--- src/rtl/ccff_chain_loader.sv ---
// Configuration-chain loader: serializes a word-wide bitstream LSB-first into a
// fabric CCFF chain and, in verify mode, checks the chain tail against the same stream.
module ccff_chain_loader #(
    parameter int CHAIN_LEN = 68,
    parameter int WORD_W    = 32,
    parameter int IDX_W     = $clog2(CHAIN_LEN + 1)
) (
    input  logic              prog_clk,
    input  logic              pReset,
    input  logic              start,
    input  logic              verify,
    input  logic [WORD_W-1:0] cfg_data,
    input  logic              cfg_valid,
    output logic              cfg_ready,
    output logic              ccff_head,
    output logic              ccff_shift_en,
    input  logic              ccff_tail,
    output logic              busy,
    output logic              done,
    output logic              error,
    output logic [IDX_W-1:0]  err_bit_idx
);

    localparam int WCNT_W = (WORD_W > 1) ? $clog2(WORD_W) : 1;
    localparam logic [IDX_W-1:0]  LAST_BIT  = IDX_W'(CHAIN_LEN - 1);
    localparam logic [WCNT_W-1:0] LAST_WBIT = WCNT_W'(WORD_W - 1);

    typedef enum logic [1:0] {
        IDLE  = 2'd0,
        FETCH = 2'd1,
        SHIFT = 2'd2,
        DONE  = 2'd3
    } state_t;

    state_t             state;
    state_t             state_nxt;
    logic               mode;
    logic [WORD_W-1:0]  word_sr;
    logic [WCNT_W-1:0]  word_cnt;
    logic [IDX_W-1:0]   bit_cnt;
    logic               mismatch;

    // The chain sees bit 0 of the shift register directly; it is a flop output,
    // so the head changes only on prog_clk edges.
    assign ccff_head = word_sr[0];
    assign mismatch  = mode && (ccff_tail != word_sr[0]);

    always_comb begin
        state_nxt = state;
        case (state)
            IDLE: begin
                if (start) begin
                    state_nxt = FETCH;
                end
            end
            FETCH: begin
                if (cfg_valid) begin
                    state_nxt = SHIFT;
                end
            end
            SHIFT: begin
                if (bit_cnt == LAST_BIT) begin
                    state_nxt = DONE;
                end else if (word_cnt == LAST_WBIT) begin
                    state_nxt = FETCH;
                end
            end
            DONE: begin
                state_nxt = IDLE;
            end
            default: begin
                state_nxt = IDLE;
            end
        endcase
    end

    // Status and chain-control outputs are decoded from the next state and
    // registered, so the external prog_clk gate sees a clean enable.
    always_ff @(posedge prog_clk or negedge pReset) begin
        if (!pReset) begin
            state         <= IDLE;
            cfg_ready     <= 1'b0;
            ccff_shift_en <= 1'b0;
            busy          <= 1'b0;
            done          <= 1'b0;
        end else begin
            state         <= state_nxt;
            cfg_ready     <= (state_nxt == FETCH);
            ccff_shift_en <= (state_nxt == SHIFT);
            busy          <= (state_nxt != IDLE);
            done          <= (state_nxt == DONE);
        end
    end

    // Datapath: word capture, serialization counters and the verify comparator.
    always_ff @(posedge prog_clk or negedge pReset) begin
        if (!pReset) begin
            mode        <= 1'b0;
            word_sr     <= '0;
            word_cnt    <= '0;
            bit_cnt     <= '0;
            error       <= 1'b0;
            err_bit_idx <= '0;
        end else begin
            case (state)
                IDLE: begin
                    if (start) begin
                        mode        <= verify;
                        bit_cnt     <= '0;
                        error       <= 1'b0;
                        err_bit_idx <= '0;
                    end
                end
                FETCH: begin
                    if (cfg_valid) begin
                        word_sr  <= cfg_data;
                        word_cnt <= '0;
                    end
                end
                SHIFT: begin
                    word_sr <= word_sr >> 1;
                    bit_cnt <= bit_cnt + 1'b1;
                    if (word_cnt != LAST_WBIT) begin
                        word_cnt <= word_cnt + 1'b1;
                    end
                    if (mismatch) begin
                        error <= 1'b1;
                        if (!error) begin
                            err_bit_idx <= bit_cnt;
                        end
                    end
                end
                default: begin
                end
            endcase
        end
    end

endmodule

--- config.mk ---
export PLATFORM = sky130hd
export DESIGN_NAME = ccff_chain_loader
export DESIGN_NICKNAME = d
export VERILOG_FILES = /design/src/rtl/ccff_chain_loader.sv
export SDC_FILE = /design/constraint.sdc
export NUM_CORES = 1
export LEC_CHECK = 0
export ABC_AREA = 1
export CELL_PAD_IN_SITES_DETAIL_PLACEMENT = 1
export CELL_PAD_IN_SITES_GLOBAL_PLACEMENT = 1
export CORE_MARGIN = 2
export CORE_UTILIZATION = 30
export CTS_CLUSTER_DIAMETER = 120
export DETAILED_ROUTE_END_ITERATION = 12
export DONT_BUFFER_PORTS = 1
export GPL_TIMING_DRIVEN = 0
export PLACE_DENSITY = 0.64
export SETUP_SLACK_MARGIN = 0.15
export SYNTH_ARGS = -nofsm -noshare
export SYNTH_HDL_FRONTEND = slang
export SYNTH_SLANG_ARGS = --single-unit
--- constraint.sdc ---
create_clock -name prog_clk -period 2.1 [get_ports prog_clk]
set_input_delay 0.42 -clock prog_clk [delete_from_list [all_inputs] [get_ports prog_clk]]
set_output_delay 0.42 -clock prog_clk [all_outputs]
set_load 0.05 [all_outputs]
==> impl_metrics.csv <==
group,metric,value,unit
synth,synthXorXnorAreaFrac,0,%
job,max_cap_viol_count,0,
floorplanning,die_w,101,µm
pwr,ir_drop,0.511,mV
synth,synthTopCellsByArea,"dfrtp_1 53%, nand2_1 14%, o21ai_0 13%",
drt,first_pass_iters,4,
placed_design,place_hpwl,4870,µm
floorplanning,die_y,101,µm
critical_path,crit_type,"flop to flop",
grt,grt_pass1_wl,11600,µm
synth,synthSimpleGateAreaFrac,21.5,%
synth,syn_area_per_cell,7.74,µm²
pwr,intPower,2540,µW
critical_path,r2r-start,"word_sr[0]",
synth,synth_top_area_cell,"dfrtp_1",
cts,htree_levels,3,
synth,netlist_area,0.00279,mm²
finish,final_nets,415,
synth,ys.flop_type,"dfrtp_1",
drt,routedWlPerCell,13.7,µm
critical_path,cp-start-kind,"flop",
drt,postRouteWirelength,6680,µm
sta,fin_setup_tns,0,ns
sta,hold_viol,0,
sta,fin_crit,1.68,ns
finish,multi_input_area,0.00105,mm²
cts,cts.sinks,59,
critical_path,end_kind,"flop",
sta,worstMarginPinSlew,0.559,ns
drt,drt_iter0_markers,55,
cts,clockBufferDepth,2,
cts,clock-root-buffer,"clkbuf_8",
drt,vias,2364,
floorplanning,rows,35,
drt,wl_met1,3100,µm
critical_path,crit_buf_inv,1,
finish,final_area,0.00315,mm²
grt,grt_usage,14.8,%
placed_design,place_ws,0.403,ns
synth,seq_area_frac_synth,52.8,%
pwr,p_switching,1890,µW
cts,postCtsSetupRepairBufs,0,
grt,grt_start_max_net_pins,60,
synth,synthArstFlopShare,100,%
grt,antenna_found_initial,0,
grt,grt.overflow.total,0,
drt,drc,0,
cts,path_clk_slew,0.06,ns
synth,yosys.cell_types.count,15,
pwr,pwr-share-clk,21.5,%
finish,drive_gt1_share,6.61,%
critical_path,crit_fanout,8,
finish,n_fill_cell,1129,
placed_design,port_buffers,0,
min_path,min_from,"cfg_data[31]",
critical_path,cp_slowest_cell,"dfrtp_1",
sta,slew_viol_final,0,
sta,slew_headroom,62.6,%
drt,vias_per_cell,4.83,
pwr,p_leak,0.00159,µW
synth,muxShareOfSynthArea,0,%
critical_path,cp_top_family,"simple AND/OR/NAND/NOR gates",
synth,synth_top_family_by_area,"simple AND/OR/NAND/NOR gates",
synth,synth_cells,361,
pwr,p_seq_share,43.1,%
cts,cts_tree,"yes",
synth,syn_nets,402,
sta,fmax,594,MHz
critical_path,crit_chain,"inv_1 -> nand2_1 -> nand3_1 -> nand2_1 -> nand2_2 -> nand2_1 -> nand2_1",
sta,grt_setup_unrepaired,"false",
grt,grt_pass1_vias,2507,
placed_design,place.gp.congestion,0.753,
pwr,netSwitchingFraction,42.6,%
finish,layout_common_cells,"105 x nand2_1, 75 x o21ai_0, 59 x dfrtp_1",
finish,antennaDiodeCount,0,
synth,synth_adder_area_share,1.34,%
placed_design,placed_area,0.00293,mm²
synth,synth_compound_area_share,14.6,%
floorplanning,initial_utilization,30.5,%
drt,wl_met2,3100,µm
sta,finalWorstSetupSlack,0.417,ns
outcome,outcome,"finished, final reports clean",
min_path,hold_class,"input port to flop",
finish,utilization,34.4,%
drt,wl_met3,418,µm
sta,fin_skew,0.00769,ns
sta,period_share,80.1,%
critical_path,path_common_cell,"nand2_1",
drt,top_layer,"met4",
critical_path,crit_start,"word_sr[0]",
finish,layout_commonest_cell,"nand2_1",
pwr,combPwrFrac,35.4,%
synth,synth_edf_count,0,
synth,synth.top_cell.area_share,52.8,%
finish,regArea,0.00148,mm²
floorplanning,core-area,0.00915,mm²
sta,setup_violations,0,
critical_path,cpPeakStageDelay,0.68,ns
floorplanning,pin_count,51,
cts,cts_made_buffers,9,
pwr,powerDensity,1400,mW/mm²
critical_path,worstPathArrival,1.91,ns
critical_path,worstPathRequired,2.32,ns
synth,ys_seq_elements,59,
cts,clk_latency,0.34,ns
synth,yosys_warnings,0,
floorplanning,dieArea,0.0101,mm²
finish,area_growth,12.7,%
drt,antenna_left,0,
## power by group through the flow
| stage | clock (µW) | combinational, µW | sequential [µW] |
|---|---|---|---|
| 6_report | 953 | 1560 | 1910 |
| 5_1_grt | 1040 | 1890 | 1960 |
| 4_1_cts | 989 | 1620 | 1910 |
| 3_5_place_dp | 0 | 1570 | 1930 |
| 3_3_place_gp | 0 | 1520 | 1910 |
| 2_1_floorplan | 0 | 1150 | 1880 |
## sequential cells by signal (all words and copies together), names as in the netlist
register,flops
word_sr,32
bit_cnt,7
busy,1
mode,1
ccff_shift_en,1
state,2
done,1
word_cnt,5
err_bit_idx,7
cfg_ready,1
error,1
## logic make-up (layout without fill, tap and decap cells)
| family | after synthesis | after routing |
|---|---|---|
| compound gates | 81 | 81 |
| fa+ha+maj | 3 | 3 |
| buf+inv | 69 | 86 |
| flops | 59 | 59 |
| simple gates | 149 | 149 |
## layer usage
layer  global-route usage [%]  vias up
li1                         -     1160
met1                     18.3     1153
met2                     23.5       44
met3                     6.38        7
met4                     4.43        0
met5                        0        -
## worst paths after layout
path                                        to  cells after the start  slack [ns]
worst max-delay path            err_bit_idx[3]                      7        0.42
worst min-delay path               word_sr[31]                      2        0.26
worst max register to register  err_bit_idx[3]                      7        0.42
worst min register to register     word_cnt[4]                      2        0.48
max in group asynchronous          word_sr[14]                      2        1.22
min in group asynchronous       err_bit_idx[6]                      2        0.63
## Yosys cell counts (3+ instances only)
library cell and number:
nand2_1 105, o21ai_0 75, dfrtp_1 59, inv_1 54, nand3_1 21, nor2_1 18
buf_2 7, clkbuf_1 7, a21oi_1 5, ha_1 3, nand4_1 3
## cell type report
class,count,share of cell area [%]
Clock inverter,2,0.318
Tap cell,111,4.41
Sequential cell,59,46.9
Multi-Input combinational cell,233,33.2
Buffer,15,2.19
Clock buffer,13,5.36
Timing Repair Buffer,2,1.19
Inverter,54,6.44
## stage by stage
stage          power [µW]  hold WS, ns  cells
2_1_floorplan        3030        0.124    361
3_3_place_gp         3430        0.126    472
3_5_place_dp         3510        0.126    472
4_1_cts              4520        0.238    489
5_1_grt              4880        0.269    489
6_report             4420        0.256    489
## timing repair
item | CTS | global route
resized for setup | 0 | 0
endpoints found under the hold margin | 59 | 0
hold buffers | 2 | 0
(Power assumes the default switching activity.)
